<file path="config.mk">
export PLATFORM = sky130hd
export DESIGN_NAME = mem_access_unit
export DESIGN_NICKNAME = d
export VERILOG_FILES = /design/src/rtl/mau_pkg.sv /design/src/rtl/mau_lane_align.sv /design/src/rtl/mem_access_unit.sv
export SDC_FILE = /design/constraint.sdc
export NUM_CORES = 1
export LEC_CHECK = 0
export BUFFER_PORTS_ARGS = -buffer_cell sky130_fd_sc_hd__buf_2
export CORE_UTILIZATION = 47
export DETAILED_ROUTE_END_ITERATION = 8
export PLACE_DENSITY = 0.77
export SYNTH_ARGS = -nofsm -noshare
export SYNTH_HDL_FRONTEND = slang
export SYNTH_SLANG_ARGS = --single-unit
</file>
<file path="constraint.sdc">
create_clock -name clk -period 2.21 [get_ports clk]
set_input_delay 0.221 -clock clk [delete_from_list [all_inputs] [get_ports clk]]
set_output_delay 0.221 -clock clk [all_outputs]
set_load 0.02 [all_outputs]
</file>
<file path="src/rtl/mau_pkg.sv">
// Shared definitions for the data-memory access unit: size codes, FSM states
// and the alignment rule used when a request is accepted.
package mau_pkg;

    localparam logic [1:0] SZ_BYTE = 2'd0;
    localparam logic [1:0] SZ_HALF = 2'd1;
    localparam logic [1:0] SZ_WORD = 2'd2;
    localparam logic [1:0] SZ_ILL  = 2'd3;

    typedef enum logic [2:0] {
        ST_IDLE,
        ST_RD,
        ST_RMW_RD,
        ST_WR,
        ST_RESP
    } state_e;

    // True when the size code is illegal or the byte offset does not suit the size
    function automatic logic misaligned(input logic [1:0] size, input logic [1:0] offset);
        logic bad;
        case (size)
            SZ_BYTE: bad = 1'b0;
            SZ_HALF: bad = offset[0];
            SZ_WORD: bad = (offset != 2'b00);
            default: bad = 1'b1;
        endcase
        return bad;
    endfunction

endpackage

</file>
<file path="src/rtl/mau_lane_align.sv">
// Little-endian lane handling: pulls the addressed byte/half out of a memory
// word with sign or zero extension, and splices store data into an old word.
module mau_lane_align
    import mau_pkg::*;
(
    input  logic [31:0] rword_i,
    input  logic [31:0] wdata_i,
    input  logic [1:0]  offset_i,
    input  logic [1:0]  size_i,
    input  logic        signed_i,
    output logic [31:0] load_o,
    output logic [31:0] merge_o
);

    logic [4:0]  shift;
    logic [15:0] shifted;
    logic [31:0] laneMask;
    logic [31:0] laneData;

    // Extract/extend the addressed lane for loads and build the merged word for stores
    always_comb begin
        shift    = {offset_i, 3'b000};
        shifted  = 16'(rword_i >> shift);
        laneMask = 32'h0;
        laneData = 32'h0;
        load_o   = rword_i;
        merge_o  = wdata_i;
        case (size_i)
            SZ_BYTE: begin
                load_o   = {{24{signed_i & shifted[7]}}, shifted[7:0]};
                laneMask = 32'h0000_00FF << shift;
                laneData = {24'h0, wdata_i[7:0]} << shift;
                merge_o  = (rword_i & ~laneMask) | laneData;
            end
            SZ_HALF: begin
                load_o   = {{16{signed_i & shifted[15]}}, shifted};
                laneMask = 32'h0000_FFFF << shift;
                laneData = {16'h0, wdata_i[15:0]} << shift;
                merge_o  = (rword_i & ~laneMask) | laneData;
            end
            default: begin
                load_o  = rword_i;
                merge_o = wdata_i;
            end
        endcase
    end

endmodule

</file>
<file path="src/rtl/mem_access_unit.sv">
// Initiator side of the data-memory port: turns byte-addressed load/store
// requests into word read/write cycles, doing sub-word stores as
// read-modify-write and flagging misaligned or out-of-range accesses.
module mem_access_unit
    import mau_pkg::*;
#(
    parameter int DEPTH = 1024,
    parameter int AW    = 32
) (
    input  logic          clk,
    input  logic          rst_n,
    input  logic          req_valid,
    output logic          req_ready,
    input  logic          req_write,
    input  logic [1:0]    req_size,
    input  logic          req_signed,
    input  logic [AW-1:0] req_addr,
    input  logic [31:0]   req_wdata,
    output logic          resp_valid,
    output logic [31:0]   resp_rdata,
    output logic          resp_err,
    output logic [31:0]   mem_address,
    output logic [31:0]   mem_writeData,
    input  logic [31:0]   mem_readData,
    output logic          mem_memRead,
    output logic          mem_memWrite
);

    localparam logic [AW-1:0] DEPTH_W = AW'(DEPTH);

    state_e      state_q;
    logic        req_ready_q;
    logic        resp_valid_q;
    logic        resp_err_q;
    logic [31:0] resp_rdata_q;
    logic [31:0] mem_address_q;
    logic [31:0] mem_writeData_q;
    logic        mem_memRead_q;
    logic        mem_memWrite_q;
    logic [1:0]  size_q;
    logic        signed_q;
    logic [1:0]  offset_q;
    logic [31:0] wdata_q;

    logic        reqErr;
    logic [31:0] loadData;
    logic [31:0] mergeData;

    assign reqErr = misaligned(req_size, req_addr[1:0]) ||
                    ({2'b00, req_addr[AW-1:2]} >= DEPTH_W);

    mau_lane_align u_align (
        .rword_i  (mem_readData),
        .wdata_i  (wdata_q),
        .offset_i (offset_q),
        .size_i   (size_q),
        .signed_i (signed_q),
        .load_o   (loadData),
        .merge_o  (mergeData)
    );

    // Request FSM; every output is registered so mem_* never sees req_* combinationally
    always_ff @(posedge clk or negedge rst_n) begin
        if (!rst_n) begin
            state_q         <= ST_IDLE;
            req_ready_q     <= 1'b1;
            resp_valid_q    <= 1'b0;
            resp_err_q      <= 1'b0;
            resp_rdata_q    <= 32'h0;
            mem_address_q   <= 32'h0;
            mem_writeData_q <= 32'h0;
            mem_memRead_q   <= 1'b0;
            mem_memWrite_q  <= 1'b0;
            size_q          <= SZ_BYTE;
            signed_q        <= 1'b0;
            offset_q        <= 2'b00;
            wdata_q         <= 32'h0;
        end else begin
            resp_valid_q   <= 1'b0;
            resp_err_q     <= 1'b0;
            resp_rdata_q   <= 32'h0;
            mem_memRead_q  <= 1'b0;
            mem_memWrite_q <= 1'b0;
            case (state_q)
                ST_IDLE, ST_RESP: begin
                    if (req_valid) begin
                        size_q        <= req_size;
                        signed_q      <= req_signed;
                        offset_q      <= req_addr[1:0];
                        wdata_q       <= req_wdata;
                        mem_address_q <= 32'({2'b00, req_addr[AW-1:2]});
                        if (reqErr) begin
                            state_q      <= ST_RESP;
                            req_ready_q  <= 1'b1;
                            resp_valid_q <= 1'b1;
                            resp_err_q   <= 1'b1;
                        end else if (!req_write) begin
                            state_q       <= ST_RD;
                            req_ready_q   <= 1'b0;
                            mem_memRead_q <= 1'b1;
                        end else if (req_size == SZ_WORD) begin
                            state_q         <= ST_WR;
                            req_ready_q     <= 1'b0;
                            mem_memWrite_q  <= 1'b1;
                            mem_writeData_q <= req_wdata;
                        end else begin
                            state_q       <= ST_RMW_RD;
                            req_ready_q   <= 1'b0;
                            mem_memRead_q <= 1'b1;
                        end
                    end else begin
                        state_q     <= ST_IDLE;
                        req_ready_q <= 1'b1;
                    end
                end
                ST_RD: begin
                    state_q      <= ST_RESP;
                    req_ready_q  <= 1'b1;
                    resp_valid_q <= 1'b1;
                    resp_rdata_q <= loadData;
                end
                ST_RMW_RD: begin
                    state_q         <= ST_WR;
                    req_ready_q     <= 1'b0;
                    mem_memWrite_q  <= 1'b1;
                    mem_writeData_q <= mergeData;
                end
                ST_WR: begin
                    state_q      <= ST_RESP;
                    req_ready_q  <= 1'b1;
                    resp_valid_q <= 1'b1;
                end
                default: begin
                    state_q     <= ST_IDLE;
                    req_ready_q <= 1'b1;
                end
            endcase
        end
    end

    assign req_ready     = req_ready_q;
    assign resp_valid    = resp_valid_q;
    assign resp_err      = resp_err_q;
    assign resp_rdata    = resp_rdata_q;
    assign mem_address   = mem_address_q;
    assign mem_writeData = mem_writeData_q;
    assign mem_memRead   = mem_memRead_q;
    assign mem_memWrite  = mem_memWrite_q;

endmodule

</file>
# Word-level counts from Yosys, hierarchy flattened
# Index checks and enable logic that the tools add are counted.
# W data, S select, Z words.
# word_totals
reg_bits,139
latch_bits,0
mem_bits_rw,0
rom_bits,0
input_bits,103
out_inout_bits,101
elab_cells,78
mem_count,0
# op_classes
add_sub_neg,0
n_mul,0
div,0
order_cmp,1
eq_ne,11
shifts,5
muxes,30
n_bitwise,8
n_reduce_logical,10
# op_table
operator,n
$pmux W32 S2,3
$mux W32,5
$and A32 B32 Y32,2
$not A32 Y32,2
$or A32 B32 Y32,2
$shl A16 B5 Y32,1
$shl A16 B5 Y32 const A,1
$shl A8 B5 Y32,1
$shl A8 B5 Y32 const A,1
$shr A32 B5 Y16,1
$ge A30 B11 Y1 const B,1
$mux W1,14
$pmux W3 S3,1
$ne A2 B2 Y1 const B,4
$eq A3 B2 Y1 const B,2
$mux W3,2
$pmux W1 S2,3
$reduce_and A5 Y1,1
$eq A2 B1 Y1 const B,2
$logic_not A2 Y1,2
$reduce_bool A2 Y1,2
$reduce_or A2 Y1,2
$eq A3 B1 Y1 const B,1
$eq A3 B3 Y1 const B,1
other kinds (7),8

# Longest topological paths before layout
# logic_depth
depth_word,6
depth_mapped,9

# By module
# A second synthesis with hierarchy kept.
# unflattened
cells_unflattened,738
hier_area_um2,7061.8
# modules_own_cells
mod,instances,cells_each,area_per_inst_um2,seq_area_each_um2
mem_access_unit,1,495,5331.4,3479.6
mau_lane_align,1,243,1730.4,0.0

# Worst setup path before layout
# No wires, ideal clock.
# synth_path
path_type,reg-to-reg
startpoint,reg offset_q[1]
endpoint,"reg mem_writeData_q[16], in the netlist mem_writeData[16]"
setup_time_ns,0.127
arrival_ns,2.033
t_required_ns,2.083
path_slack_ns,0.049
stages_incl_launch_ff,10
path_buffers,2
period_less_slack_ns,2.161
cell_sequence,dfrtp_1 > buf_2 > inv_1 > clkbuf_1 > ha_1 > inv_1 > a22o_1 > a21oi_1 > o21ai_0 > mux2_1
# synth_between
elab_chain_cells,6
# synth_lines
element,line,text
"start, declared",mem_access_unit.sv:42,logic [1:0] offset_q;
"start signal, assigned",mem_access_unit.sv:89,offset_q <= req_addr[1:0];
$shl A16 B5 Y32 or $shl A8 B5 Y32 (tied branches),"mau_lane_align.sv:37, mau_lane_align.sv:31",
$not A32 Y32 (on tied branches),"mau_lane_align.sv:39, mau_lane_align.sv:33",
$and A32 B32 Y32 (on tied branches),"mau_lane_align.sv:39, mau_lane_align.sv:33",
$or A32 B32 Y32 (on tied branches),"mau_lane_align.sv:39, mau_lane_align.sv:33",
$pmux W32 S2 (*),mau_lane_align.sv:28,case (size_i)
$pmux W32 S2 (*),mem_access_unit.sv:84,case (state_q)
"end signal, assigned",mem_access_unit.sv:105,mem_writeData_q <= req_wdata;
"end signal, assigned",mem_access_unit.sv:126,mem_writeData_q <= mergeData;
"end, declared",mem_access_unit.sv:37,logic [31:0] mem_writeData_q;
# Mark *: on every way between the ends. The rest lies on a longest branch, timed or not.
# A chain may end at the register's enable or synchronous reset.

# Worst setup path in the final report
# Ends and elaborated chain as after synthesis.

==> impl_metrics.py <==
metrics = {
    "critical_path": {
        "slowest_delay_ns": 0.40,
        "path_buf_inv": 1,
        "reg2reg_slack_ns": 0.08,
        "cp.required_ns": 2.51,
        "crit_fanout": 21,
        "start_kind": "register",
        "cp_cell_sequence": "buf_4 -> ha_1 -> nor2_1 -> a221o_1 -> a21oi_1 -> o21ai_0 -> mux2_1",
        "end_kind": "register",
        "cp_slowest_cell": "dfrtp_1",
        "critical_path_class": "register to register",
        "cp_top_family": "compound AO/OA/AOI/OAI gates",
        "crit_arrival_ns": 2.43,
    },
    "global_routing": {
        "grt_usage_pct": 27.6,
        "antenna_found_initial": 0,
        "grt_overflow": 0,
        "grt_pass1_vias": 6527,
        "grt_pass1_wl_um": 33500,
        "grt_max_degree": 69,
    },
    "yosys": {
        "synth_top_area_share_pct": 49.1,
        "yosys.area.top_type": "dfrtp_1",
        "synth.yosys.seq_area_share_pct": 49.5,
        "netlist_top_cells_area": "dfrtp_1 49%, nand2_1 13%, a221oi_1 3.9%",
        "yosysUniqueCellTypes": 40,
        "synth_cells": 805,
        "synth_top_family_by_area": "simple AND/OR/NAND/NOR gates",
        "synth_ff_type": "dfrtp_1",
        "yosys.area_share.simple_pct": 19.9,
        "synthesis.area_mm2": 0.00703,
        "synth_compound_area_share_pct": 17.1,
        "ys_async_sr_fraction_pct": 100,
        "synth-seq-cells": 139,
        "syn_area_per_cell_um2": 8.73,
        "synth_xor_area_share_pct": 0,
        "synth_mux_area_share_pct": 7.58,
        "ys_warn_count": 0,
        "synth_fa_ha_area_share_pct": 0.712,
        "synth_edf_count": 0,
    },
    "cts": {
        "insertion_delay_ns": 0.42,
        "cts_inserted_buffers": 17,
        "cts-root-buf": "clkbuf_16",
        "clock_path_buffers": 2,
        "h-tree-depth": 4,
        "clkTransAtPathRegs_ns": 0.06,
        "cts.sinks": 139,
        "cts_tree": "yes",
    },
    "power_and_ir_drop": {
        "vdd_ir_drop_max_v": 0.000529,
        "p_leak_nw": 4.72,
        "power.total_w": 0.00663,
        "p_per_area_mw_per_mm2": 725,
    },
    "finish": {
        "fin_nets": 1127,
        "final_common_cell": "nand2_1",
        "fillers": 1210,
        "antenna_cells": 0,
        "layout.cells.most_common_list": "236 x nand2_1, 200 x buf_2, 138 x dfrtp_1",
        "syn_to_final_growth_pct": 30.1,
        "drive_gt1_share_pct": 28.3,
    },
    "timing": {
        "relSlewSlack_pct": 32.7,
        "period_minus_slack_ns": 2.13,
        "finalHoldViolCount": 0,
        "skew_ns": 0.00734,
        "fin_ws_ns": 0.0838,
        "timing.fmax_mhz": 470,
        "drv_slew": 0,
        "tightestPinTransition_ns": 1.01,
        "setup_viol": 0,
        "fin_crit_sh_pct": 96.2,
        "worst_hold_slack_ns": 0.0116,
    },
    "floorplanning": {
        "row_count": 44,
        "core_mm2": 0.0146,
        "die_h_um": 124,
        "initial_core_util_pct": 48.2,
        "ios": 204,
        "die_x_um": 124,
        "dieArea_mm2": 0.0154,
    },
    "place": {
        "port_buffers": 201,
        "place_congestion": 0.938,
        "post-place-ws_ns": 0.0383,
        "hpwlAfterDp_um": 14600,
    },
    "run": {
        "maxCapViolCount": 0,
    },
    "routing": {
        "drc": 0,
        "vias": 6710,
        "wirelength_um": 20900,
        "vias_per_cell": 5.51,
        "ant_nets": 0,
        "firstDrtPassIters": 5,
        "dr.first_iter.drc_count": 447,
        "wire_per_inst_um": 17.2,
    },
    "run_status": {
        "status": "completed",
    },
    "hold_path": {
        "hold_class": "input port to register",
    },
}
## per-stage QoR
step	cell area [µm²]	instances	utilization, %	setup TNS, ns
floorplan	7030	806	-	0
global route	9140	1217	62.7	-0.212
global placement	8270	1158	56.7	0
CTS	9110	1216	62.5	0
detailed placement	8270	1158	56.7	0
finish	9140	1217	62.7	0
## synthesized netlist by cell type (19+ instances only)
master / instances
mux2i_1: 24
a221oi_1: 31
mux2_2: 19
clkbuf_1: 42
a21oi_1: 41
nand2_1: 238
o21ai_0: 44
nor2_1: 48
nor3_1: 26
dfrtp_1: 138
inv_1: 25
## state kept, by name, summed over array words and instances (netlist names), 2 cells and up
name and cells:
offset_q 2, mem_address 30, wdata_q 32, size_q 2
mem_writeData 32, resp_rdata 32, state_q 3
## final cells by class
| cell class | count | area (µm²) | area share [%] |
|---|---|---|---|
| Clock inverter | 11 | 120 | 1.31 |
| Clock buffer | 21 | 460 | 5.04 |
| Timing Repair Buffer | 258 | 1540 | 16.8 |
| Sequential cell | 139 | 3480 | 38.1 |
| Tap cell | 184 | 230 | 2.52 |
| Inverter | 25 | 93.8 | 1.03 |
| Multi-Input combinational cell | 579 | 3220 | 35.2 |
## metal layers
metal	global-route usage (%)	share of wire (%)	wire length [µm]	vias to the layer above
li1	-	-	-	3198
met3	7.35	8.2	1720	42
met2	43.6	46	9640	320
met5	0	0	0	-
met4	11.4	2.8	580	0
met1	35.8	43	8970	3150
## worst register-to-register path: stages (launching register included)
cell and delay (ns):
dfrtp_1 0.40, buf_4 0.30, ha_1 0.20, nor2_1 0.11, a221o_1 0.31, a21oi_1 0.24, o21ai_0 0.15, mux2_1 0.31
## kinds of logic after synthesis
kind of cell             Yosys count
multiplexers                      49
buffers and inverters             88
other                              1
flip-flops                       139
adder cells (fa/ha/maj)            4
AND/OR/NAND/NOR                  345
AO/OA/AOI/OAI                    179
## where the power goes
part	internal, W	total [W]	switching, W	leakage [nW]
clock	0.00171	0.00280	0.00109	0.279
sequential	0.00266	0.00276	0.000106	1.73
combinational	0.000414	0.00107	0.000654	2.71
total	0.00479	0.00663	0.00185	4.72
## worst paths after layout
| check | startpoint | to | cells after the start |
|---|---|---|---|
| hold / removal | req_addr[6] | mem_address[4] | 3 |
| max in group asynchronous | rst_n | mem_writeData[13] | 3 |
| hold reg to reg | mem_address[23] | mem_address[23] | 2 |
| setup reg to reg | offset_q[1] | mem_writeData[16] | 7 |
| min in group asynchronous | rst_n | resp_rdata[3] | 2 |
| setup / recovery | offset_q[1] | mem_writeData[16] | 7 |
## repair_timing
item / 4_1_cts / 5_1_grt
resized for setup: 0 / 6
hold buffers: 26 / 0
endpoints found under the setup margin: 0 / 32
buffers inserted: 0 / 1
hold endpoints to repair: 73 / 0
Power figures use the tool's default switching activity.
